File: src/rtl/soc_pkg.sv
// Shared types and constants for the IO bus controller and its decoder.
package soc_pkg;

    typedef enum logic [1:0] {
        IDLE,
        ACCESS,
        DONE
    } io_state_t;

    localparam logic [3:0]  IO_PORT_A = 4'h0;
    localparam logic [3:0]  IO_UART   = 4'h1;
    localparam logic [31:0] DEAD_DATA = 32'hDEAD_BEEF;

endpackage

File: src/rtl/io_decode.sv
// Combinational IO address decode: region hit, device slot, population and one-hot select.
module io_decode
    import soc_pkg::*;
#(
    parameter int                ADDR_WIDTH = 24,
    parameter int                IO_BIT     = 22,
    parameter int                NUM_DEV    = 16,
    parameter int                SLOT_W     = $clog2(NUM_DEV),
    parameter logic [NUM_DEV-1:0] DEV_MASK  = NUM_DEV'((1 << IO_PORT_A) | (1 << IO_UART))
) (
    input  logic [ADDR_WIDTH-1:0] mem_address,
    output logic                  is_io,
    output logic [SLOT_W-1:0]     slot,
    output logic                  populated,
    output logic [NUM_DEV-1:0]    sel
);

    // Only the region bit and the slot field matter here; the rest is intentionally ignored.
    logic unused_addr;
    assign unused_addr = ^mem_address;

    assign is_io     = mem_address[IO_BIT];
    assign slot      = mem_address[4 +: SLOT_W];
    assign populated = DEV_MASK[slot];
    assign sel       = NUM_DEV'(1) << slot;

endmodule

File: src/rtl/io_bus_controller.sv
// Sequences CPU accesses to the IO region: device strobes, busy handshake, timeout and read return.
module io_bus_controller
    import soc_pkg::*;
#(
    parameter int                 ADDR_WIDTH = 24,
    parameter int                 IO_BIT     = 22,
    parameter int                 NUM_DEV    = 16,
    parameter logic [NUM_DEV-1:0] DEV_MASK   = NUM_DEV'((1 << IO_PORT_A) | (1 << IO_UART)),
    parameter int                 TIMEOUT    = 255
) (
    input  logic                    clk,
    input  logic                    reset,
    input  logic [ADDR_WIDTH-1:0]   mem_address,
    input  logic [31:0]             mem_wdata,
    input  logic [3:0]              mem_wmask,
    input  logic                    mem_rstrb,
    output logic [31:0]             mem_rdata,
    output logic                    mem_rbusy,
    output logic                    mem_wbusy,
    output logic [NUM_DEV-1:0]      dev_sel,
    output logic [3:0]              dev_addr,
    output logic [31:0]             dev_wdata,
    output logic [3:0]              dev_wmask,
    output logic                    dev_rd,
    output logic                    dev_wr,
    input  logic [NUM_DEV*32-1:0]   dev_rdata,
    input  logic [NUM_DEV-1:0]      dev_ready,
    output logic                    bus_error
);

    localparam int SLOT_W = $clog2(NUM_DEV);
    localparam int CNT_W  = $clog2(TIMEOUT + 1);
    localparam logic [CNT_W-1:0] CNT_MAX = CNT_W'(TIMEOUT);

    logic               is_io;
    logic               populated;
    logic [SLOT_W-1:0]  slot;
    logic [NUM_DEV-1:0] sel;

    io_decode #(
        .ADDR_WIDTH (ADDR_WIDTH),
        .IO_BIT     (IO_BIT),
        .NUM_DEV    (NUM_DEV),
        .SLOT_W     (SLOT_W),
        .DEV_MASK   (DEV_MASK)
    ) u_decode (
        .mem_address (mem_address),
        .is_io       (is_io),
        .slot        (slot),
        .populated   (populated),
        .sel         (sel)
    );

    io_state_t          state_q, state_d;
    logic [NUM_DEV-1:0] sel_q, sel_d;
    logic [SLOT_W-1:0]  slot_q, slot_d;
    logic               wr_q, wr_d;
    logic [3:0]         addr_q, addr_d;
    logic [31:0]        wdata_q, wdata_d;
    logic [3:0]         wmask_q, wmask_d;
    logic [31:0]        rdata_q, rdata_d;
    logic               err_q, err_d;
    logic [CNT_W-1:0]   cnt_q, cnt_d;

    logic        wr_req;
    logic        req;
    logic        ready;
    logic [31:0] dev_word;

    // A write mask wins over a simultaneous read strobe. Requests are masked during reset
    // so busy never flickers while the block is being cleared.
    assign wr_req   = |mem_wmask;
    assign req      = ~reset & is_io & (mem_rstrb | wr_req);
    assign ready    = |(dev_ready & sel_q);
    assign dev_word = dev_rdata[{slot_q, 5'd0} +: 32];

    always_comb begin
        state_d = state_q;
        sel_d   = sel_q;
        slot_d  = slot_q;
        wr_d    = wr_q;
        addr_d  = addr_q;
        wdata_d = wdata_q;
        wmask_d = wmask_q;
        rdata_d = rdata_q;
        err_d   = err_q;
        cnt_d   = cnt_q;
        unique case (state_q)
            IDLE: begin
                if (req) begin
                    wr_d    = wr_req;
                    addr_d  = mem_address[3:0];
                    wdata_d = mem_wdata;
                    wmask_d = mem_wmask;
                    if (populated) begin
                        state_d = ACCESS;
                        sel_d   = sel;
                        slot_d  = slot;
                        cnt_d   = '0;
                    end else begin
                        state_d = DONE;
                        err_d   = 1'b1;
                        rdata_d = '0;
                    end
                end
            end
            ACCESS: begin
                cnt_d = (cnt_q == CNT_MAX) ? cnt_q : cnt_q + 1'b1;
                if (ready) begin
                    state_d = DONE;
                    if (!wr_q) rdata_d = dev_word;
                end else if (cnt_q == CNT_MAX) begin
                    state_d = DONE;
                    err_d   = 1'b1;
                    rdata_d = DEAD_DATA;
                end
            end
            DONE:    state_d = IDLE;
            default: state_d = IDLE;
        endcase
    end

    always_ff @(posedge clk) begin
        if (reset) begin
            state_q <= IDLE;
            sel_q   <= '0;
            slot_q  <= '0;
            wr_q    <= 1'b0;
            addr_q  <= '0;
            wdata_q <= '0;
            wmask_q <= '0;
            rdata_q <= '0;
            err_q   <= 1'b0;
            cnt_q   <= '0;
        end else begin
            state_q <= state_d;
            sel_q   <= sel_d;
            slot_q  <= slot_d;
            wr_q    <= wr_d;
            addr_q  <= addr_d;
            wdata_q <= wdata_d;
            wmask_q <= wmask_d;
            rdata_q <= rdata_d;
            err_q   <= err_d;
            cnt_q   <= cnt_d;
        end
    end

    // Busy rises combinationally in the request cycle and falls as DONE is entered.
    assign mem_rbusy = ((state_q == IDLE) & req & ~wr_req) | ((state_q == ACCESS) & ~wr_q);
    assign mem_wbusy = ((state_q == IDLE) & req &  wr_req) | ((state_q == ACCESS) &  wr_q);

    assign dev_sel   = (state_q == ACCESS) ? sel_q : '0;
    assign dev_rd    = (state_q == ACCESS) & ~wr_q;
    assign dev_wr    = (state_q == ACCESS) &  wr_q;
    assign dev_addr  = addr_q;
    assign dev_wdata = wdata_q;
    assign dev_wmask = wmask_q;
    assign mem_rdata = rdata_q;
    assign bus_error = err_q;

endmodule

File: config.mk
export PLATFORM = sky130hd
export DESIGN_NAME = io_bus_controller
export DESIGN_NICKNAME = d
export VERILOG_FILES = /design/src/rtl/soc_pkg.sv /design/src/rtl/io_decode.sv /design/src/rtl/io_bus_controller.sv
export SDC_FILE = /design/constraint.sdc
export NUM_CORES = 1
export LEC_CHECK = 0
export CORE_AREA = 2 2 264 266
export CTS_BUF_LIST = sky130_fd_sc_hd__clkbuf_8 sky130_fd_sc_hd__clkbuf_16
export DETAILED_ROUTE_END_ITERATION = 6
export DIE_AREA = 0 0 266 268
export PLACE_DENSITY_LB_ADDON = 0.25
export SKIP_CTS_REPAIR_TIMING = 1
export SLEW_MARGIN = 40
export SYNTH_ARGS = -nofsm -noshare
export SYNTH_HDL_FRONTEND = slang
export SYNTH_SLANG_ARGS = --single-unit
File: constraint.sdc
create_clock -name clk -period 1.95 [get_ports clk]
set_input_delay 0.195 -clock clk [delete_from_list [all_inputs] [get_ports clk]]
set_output_delay 0.195 -clock clk [all_outputs]
set_load 0.03 [all_outputs]
==> results of run 1 <==
final cells by class:
type | instances | area [sq um]
timing repair buffer | 822 | 8320
clock inverter | 7 | 113
tap | 882 | 1100
inverter | 7 | 26.3
antenna | 7 | 17.5
multi-input combinational | 683 | 6040
sequential | 104 | 2100
clock buffer | 9 | 225
fill | 7273 | 50300
cell families (layout without fill, tap and decap cells):
group           after synthesis  in the layout  share of synthesized area (%)
compound gates              230            230                           17.5
xor+xnor                      7              7                          0.733
fa+ha+maj                     1              1                          0.150
buf+inv                      92            845                           5.51
flops                       104            104                           24.9
mux                         168            168                           33.9
other cells                   0              7                              0
simple gates                277            277                           17.3
metal layers:
layer | wire length, um | GRT usage, %
met5 | 71 | 0
met4 | 1280 | 3.46
met3 | 3980 | 4.12
met2 | 30600 | 28.4
met1 | 23100 | 17.5
worst max path at each step:
stage                          from             to  slack (ns)  cells after the start
after floorplan           slot_q[0]  mem_rdata[10]       0.003                      7
after global placement    slot_q[0]  mem_rdata[10]       -0.48                      7
after detailed placement  slot_q[0]  mem_rdata[10]       -0.50                      7
after CTS                 slot_q[0]  mem_rdata[10]       -0.54                      7
after global routing      slot_q[0]   mem_rdata[2]       -0.33                      7
final                     slot_q[0]  mem_rdata[27]       -0.27                      9
worst max-delay path, stage by stage, from the launching register on:
cell	delay, ns
sky130_fd_sc_hd__dfxtp_4	0.40
sky130_fd_sc_hd__buf_4	0.17
sky130_fd_sc_hd__clkbuf_16	0.17
sky130_fd_sc_hd__buf_4	0.14
sky130_fd_sc_hd__mux2i_1	0.11
sky130_fd_sc_hd__nand2_1	0.06
sky130_fd_sc_hd__o21ai_1	0.07
sky130_fd_sc_hd__nor3_1	0.69
sky130_fd_sc_hd__o311ai_1	0.15
sky130_fd_sc_hd__a21oi_1	0.16
cell usage after synthesis (all sizes together) (2+ instances only):
cell,instances
o21ai,106
dfxtp,104
mux4,91
nand2,82
mux2i,65
clkbuf,47
nor2,47
a21oi,45
nand2b,43
buf,38
and2,34
a211oi,26
nor3,26
nor2b,25
o311ai,24
mux2,12
a22oi,8
inv,7
o22ai,7
a221oi,6
nor3b,6
xor2,5
nand3,4
and4,2
nor4,2
o221ai,2
xnor2,2
sequential cells by signal, summed over array words and instances (netlist names):
register   flops
dev_wdata     32
bus_error      1
mem_rdata     32
slot_q         4
wr_q           1
dev_wmask      4
state_q        2
dev_addr       4
sel_q         16
cnt_q          8
where the power goes:
part / total [uW] / internal (uW) / switching [uW]
registers: 2250 / 2200 / 50.2
logic: 2390 / 1550 / 840
clock network: 2160 / 1160 / 1010
through the flow:
step,total power (uW),instances,hold WS [ns],setup slack [ns]
after floorplan,2970,879,0.304,0.00271
after global routing,7160,2517,0.134,-0.327
final,6800,2521,0.122,-0.267
after detailed placement,4650,2468,0.446,-0.503
after CTS,6910,2484,0.262,-0.540
after global placement,4630,2468,0.441,-0.478
==> Implementation_results.wiki, run 1 <==
{| class="wikitable"
! Metric !! Value
|-
| Max-slew violation count || 0
|-
| Arrival time worst endpoint || 2.53 ns
|-
| Number of cells on the worst hold path || 3
|-
| Clk buf depth || 2
|-
| Final std cell area, no fill || 17,900 sq um
|-
| Wire length of the first global-routing pass || 77,600 um
|-
| Final critical-path required period || 2.22 ns
|-
| Hold path startpoint || mem_wmask[2]
|-
| Maximum fanout encountered on the critical timing path || 9
|-
| Leak || 0.00611 uW
|-
| Commonest non-fill, non-tap cell in the layout || sky130_fd_sc_hd__clkdlybuf4s50_1
|-
| Synth async-reset ratio || 0%
|-
| Worst reg-to-reg path cell count || 9
|-
| Number of input and output port buffers inserted || 668
|-
| TritonCTS clock tree || yes
|-
| EDFF count, synth || 0
|-
| Top Ports || 684
|-
| Hold violation count in the final report || 0
|-
| Final setup skew || 0.0124 ns
|-
| Total DRC errors in the routed layout || 0
|-
| Die boundary width || 266 um
|-
| Max-cap violations || 0
|-
| Hold path endpoint || dev_wmask[2]
|-
| Pre-antenna DRT Iters || 5
|-
| Largest cells by area after synthesis || sky130_fd_sc_hd__dfxtp_1 (25%), sky130_fd_sc_hd__mux4_2 (25%), sky130_fd_sc_hd__mux2i_1 (7.8%), sky130_fd_sc_hd__o21ai_0 (6.3%), sky130_fd_sc_hd__nand2_1 (3.6%)
|-
| Count of final setup violators || 32
|-
| Fraction of the yosys area taken by sequential cells || 24.9%
|-
| Fraction of final layout cells sized beyond drive strength 1 || 21.9%
|-
| Placed Area || 16,900 sq um
|-
| Util after Layout || 26.3%
|-
| Total detailed-routing wirelength || 59,100 um
|-
| Area Overhead vs Synth || 115%
|-
| Final critical-path share of the clock period || 114%
|-
| Clock tree root driver cell || sky130_fd_sc_hd__clkbuf_16
|-
| Distinct cells, synth || 54
|-
| Library cell occupying the most area in the post-synthesis netlist || sky130_fd_sc_hd__dfxtp_1
|-
| Max frequency || 451 MHz
|-
| Total number of vias || 10,300
|-
| Critical Path RT || 2.27 ns
|-
| Number of instances in the synthesized netlist || 879
|-
| Capture instance of the worst register-to-register path || mem_rdata[27]
|-
| Average detailed-routed wire length per instance || 23.4 um
|-
| Mean instance size in the synthesized netlist || 9.51 sq um
|-
| Worst-case vdd ir drop || 0.412 mV
|-
| Pin count of the biggest net entering global routing || 81
|-
| RSZ-0062 raised after global routing || true
|-
| Outcome || finished with violations
|-
| Most frequent cells in the layout || sky130_fd_sc_hd__clkdlybuf4s50_1 (640), sky130_fd_sc_hd__buf_4 (131), sky130_fd_sc_hd__dfxtp_1 (96)
|-
| Std-Cell Core Area || 68,200 sq um
|-
| Layout Nets || 2,219
|-
| Warning count from the yosys run || 0
|-
| Reg2Reg Launch Point || slot_q[0]
|-
| Register-to-register path setup slack || -0.27 ns
|-
| Routability-driven placement congestion ratio || 0.876
|-
| Starting density of the core || 12.3%
|-
| Number of DRC markers in iteration 0 || 497
|-
| Violations in the final reports || setup timing
|-
| Path class of the lowest-slack min-delay path || in2reg
|-
| Leftover overflow at the end of global routing || 0
|-
| Synthesized Nets || 1,471
|-
| Routed via count divided by cell count || 4.09
|-
| Number of buffers inserted during clock tree synthesis || 9
|-
| CP Class || reg2reg
|-
| Setup crit end kind || flop
|-
| Kind of start point of the critical path || flop
|-
| Slew of the pin with the lowest slew margin || 0.848 ns
|-
| Top-area cell type share of the netlist area || 24.9%
|-
| Final HPWL DP || 49,200 um
|-
| Count of H-tree levels built during CTS || 3
|-
| Vias in the first global route || 10,800
|-
| Netlist Area Pre-Place || 8360 sq um
|-
| Remaining max-slew budget at the tightest pin || 43.1%
|-
| Total die area || 71,300 sq um
|-
| Number of sinks handled by clock tree synthesis || 104
|-
| Detail Route Antenna Nets || 0
|-
| Total Routing Usage GR || 15.4%
|-
| Antenna violations before repair || 22
|-
| Clock latency of the later-clocked register in the worst-skew pair || 0.39 ns
|-
| Core Rows || 96
|-
| Main synth FF type || sky130_fd_sc_hd__dfxtp_1
|-
| Total negative setup slack || -5.40 ns
|-
| Power density cells || 379 nW/um^2
|-
| Die Ht || 268 um
|-
| Setup WS post-layout || -0.267 ns
|-
| Number of synthesized register bits || 104
|-
| Clock Pin Slew Worst Setup and Hold Paths || 0.08 ns
|}
Power figures use the tool's default switching activity.
==> run 2, diff against run 1 <==
- CORE_AREA: 2 2 264 266 -> 2 2 265 267
- DIE_AREA: 0 0 266 268 -> 0 0 267 269
- DONT_BUFFER_PORTS: default -> 1
- MAX_ROUTING_LAYER: default -> met4
==> run 2 against run 1 <==
The flow still finishes with violations (setup timing). Total power shrank 21%. Worst setup slack better by 0.052 ns. Core utilization fell by 7.9 points. Clock-buffer cell count increased by 1. Largest power group is now registers.
==> Implementation_results.wiki, run 2 (synthesis gave the netlist of run 1 again) <==
{| class="wikitable"
! Metric !! Value
|-
| Arrival time worst endpoint || 2.43 ns
|-
| Critical Path RT || 2.22 ns
|-
| Routed via count divided by cell count || 4.14
|-
| Std-Cell Core Area || 69,300 sq um
|-
| CP Buf/Inv Count || 3
|-
| Hold path endpoint || dev_wdata[11]
|-
| RSZ-0062 raised after global routing || true
|-
| Total Routing Usage GR || 14.3%
|-
| Max frequency || 462 MHz
|-
| Combinational power share || 20.2%
|-
| Cell internal power dissipation || 3670 uW
|-
| Fraction of final layout cells sized beyond drive strength 1 || 38.7%
|-
| Max-slew violation count || 0
|-
| Clock tree root driver cell || sky130_fd_sc_hd__clkbuf_16
|-
| Power density cells || 422 nW/um^2
|-
| Final critical-path share of the clock period || 111%
|-
| Total DRC errors in the routed layout || 0
|-
| Placed Area || 10,600 sq um
|-
| Vias in the first global route || 7,927
|-
| Antenna violations before repair || 33
|-
| Count of final setup violators || 32
|-
| Crit path cell chain || buf_12 -> buf_16 -> buf_8 -> mux4_2 -> o21ai_4 -> nor3_1 -> o311ai_1 -> a21oi_1
|-
| Layout Nets || 1,650
|-
| CP Class || reg2reg
|-
| Most frequent cells in the layout || sky130_fd_sc_hd__buf_4 (134), sky130_fd_sc_hd__dfxtp_1 (97), sky130_fd_sc_hd__mux4_2 (91)
|-
| Wire length of the first global-routing pass || 67,500 um
|-
| Setup crit end kind || flop
|-
| Min Hold Slack || 0.00359 ns
|-
| Clock latency of the later-clocked register in the worst-skew pair || 0.39 ns
|-
| Final HPWL DP || 44,500 um
|-
| Path class of the lowest-slack min-delay path || in2reg
|-
| Setup WS post-layout || -0.215 ns
|-
| Switching Fraction || 31.8%
|-
| Hold violation count in the final report || 0
|-
| Number of buffers inserted during clock tree synthesis || 9
|-
| Number of sinks handled by clock tree synthesis || 104
|-
| Worst-case vdd ir drop || 0.405 mV
|-
| Count of H-tree levels built during CTS || 3
|-
| Leak || 0.00396 uW
|-
| Violations in the final reports || setup timing
|-
| Commonest non-fill, non-tap cell in the layout || sky130_fd_sc_hd__buf_4
|-
| Crit-path leading delay family || compound AO/OA/AOI/OAI gates
|-
| Total die area || 71,800 sq um
|-
| Register-to-register path setup slack || -0.21 ns
|-
| Pre-antenna DRT Iters || 7
|-
| Max-cap violations || 0
|-
| Clock Pin Slew Worst Setup and Hold Paths || 0.09 ns
|-
| Remaining max-slew budget at the tightest pin || 45.7%
|-
| Part of the power in the clock network || 35.0%
|-
| Area Overhead vs Synth || 52.6%
|-
| Number of input and output port buffers inserted || 0
|-
| Kind of start point of the critical path || flop
|-
| Outcome || finished with violations
|-
| Worst reg-to-reg path cell count || 8
|-
| Proportion of power drawn by flip-flops and latches || 44.8%
|-
| Routability-driven placement congestion ratio || 1.05
|-
| Final setup skew || 0.0159 ns
|-
| Final std cell area, no fill || 12,800 sq um
|-
| Leftover overflow at the end of global routing || 0
|-
| Detail Route Antenna Nets || 0
|-
| Average detailed-routed wire length per instance || 28.3 um
|-
| Clk buf depth || 2
|-
| Reg2Reg Launch Point || slot_q[0]
|-
| Slowest Stage Delay on Critical Path || 0.52 ns
|-
| Starting density of the core || 12.1%
|-
| Capture instance of the worst register-to-register path || mem_rdata[5]
|-
| Maximum fanout encountered on the critical timing path || 7
|-
| Final critical-path required period || 2.16 ns
|-
| Total detailed-routing wirelength || 57,400 um
|-
| Top Ports || 684
|-
| Slew of the pin with the lowest slew margin || 0.810 ns
|-
| Number of DRC markers in iteration 0 || 460
|-
| Hold path startpoint || reset
|-
| Core Rows || 97
|-
| Power Total || 5380 uW
|-
| Die boundary width || 267 um
|-
| Number of cells on the worst hold path || 2
|-
| Net load switching power || 1710 uW
|-
| Pin count of the biggest net entering global routing || 84
|-
| CP max stage cell || sky130_fd_sc_hd__mux4_2
|-
| Die Ht || 269 um
|-
| TritonCTS clock tree || yes
|-
| Total number of vias || 8,397
|}
==> run 2: changes by cell type in the layout (fill, tap and decap cells not counted), moves of 7 or more <==
cell	previous run	this run
sky130_fd_sc_hd__o311ai_1	19	12
sky130_fd_sc_hd__o21ai_0	80	69
sky130_fd_sc_hd__o21ai_2	5	17
sky130_fd_sc_hd__diode_2	7	28
sky130_fd_sc_hd__dlygate4sd3_1	0	57
sky130_fd_sc_hd__clkdlybuf4s50_1	640	0
sky130_fd_sc_hd__buf_16	1	8
==> run 2: per-stage QoR <==
step                      std cells  util [%]  setup TNS, ns  worst slack (ns)
after floorplan                 879         -              0           0.00271
after global placement         1886      15.2         -12.95            -0.844
after detailed placement       1888      15.3         -12.48            -0.866
after CTS                      1903      15.7         -13.52            -0.901
after global routing           2028      18.4          -7.39            -0.320
final                          2030      18.4          -4.58            -0.215
==> run 2: metal layers <==
metal	track usage [%]	share of wire, %
met5	-	0
met4	5.12	3.1
met3	4.50	7.2
met2	23.3	49
met1	16.5	41
==> run 2: worst max-delay path by stage <==
| stage | endpoint | startpoint | cells after the start |
|---|---|---|---|
| floorplan | mem_rdata[10] | slot_q[0] | 7 |
| global placement | mem_rdata[11] | slot_q[0] | 6 |
| detailed placement | mem_rdata[11] | slot_q[0] | 6 |
| CTS | mem_rdata[11] | slot_q[0] | 6 |
| global route | mem_rdata[31] | slot_q[0] | 8 |
| finish | mem_rdata[5] | slot_q[0] | 8 |
==> run 2: layout make-up <==
class,count,area [sq um]
antenna,28,70.1
inverter,7,26.3
clock buffer,10,239
clock inverter,5,33.8
sequential,104,2100
timing repair buffer,253,2810
multi-input combinational,683,6310
fill,7627,56500
tap,940,1180
==> run 2: power groups by stage <==
| stage | Clock, uW | Combinational [uW] | Sequential [uW] |
|---|---|---|---|
| floorplan | 0 | 522 | 2450 |
| global placement | 0 | 796 | 2460 |
| detailed placement | 0 | 802 | 2460 |
| CTS | 2030 | 803 | 2410 |
| global route | 2080 | 1170 | 2420 |
| finish | 1880 | 1090 | 2410 |
==> run 3, diff against run 2 <==
- ABC_AREA: default -> 0
==> results of run 3 <==
No change in the layout: final DEF, timing and power equal those of run 2.
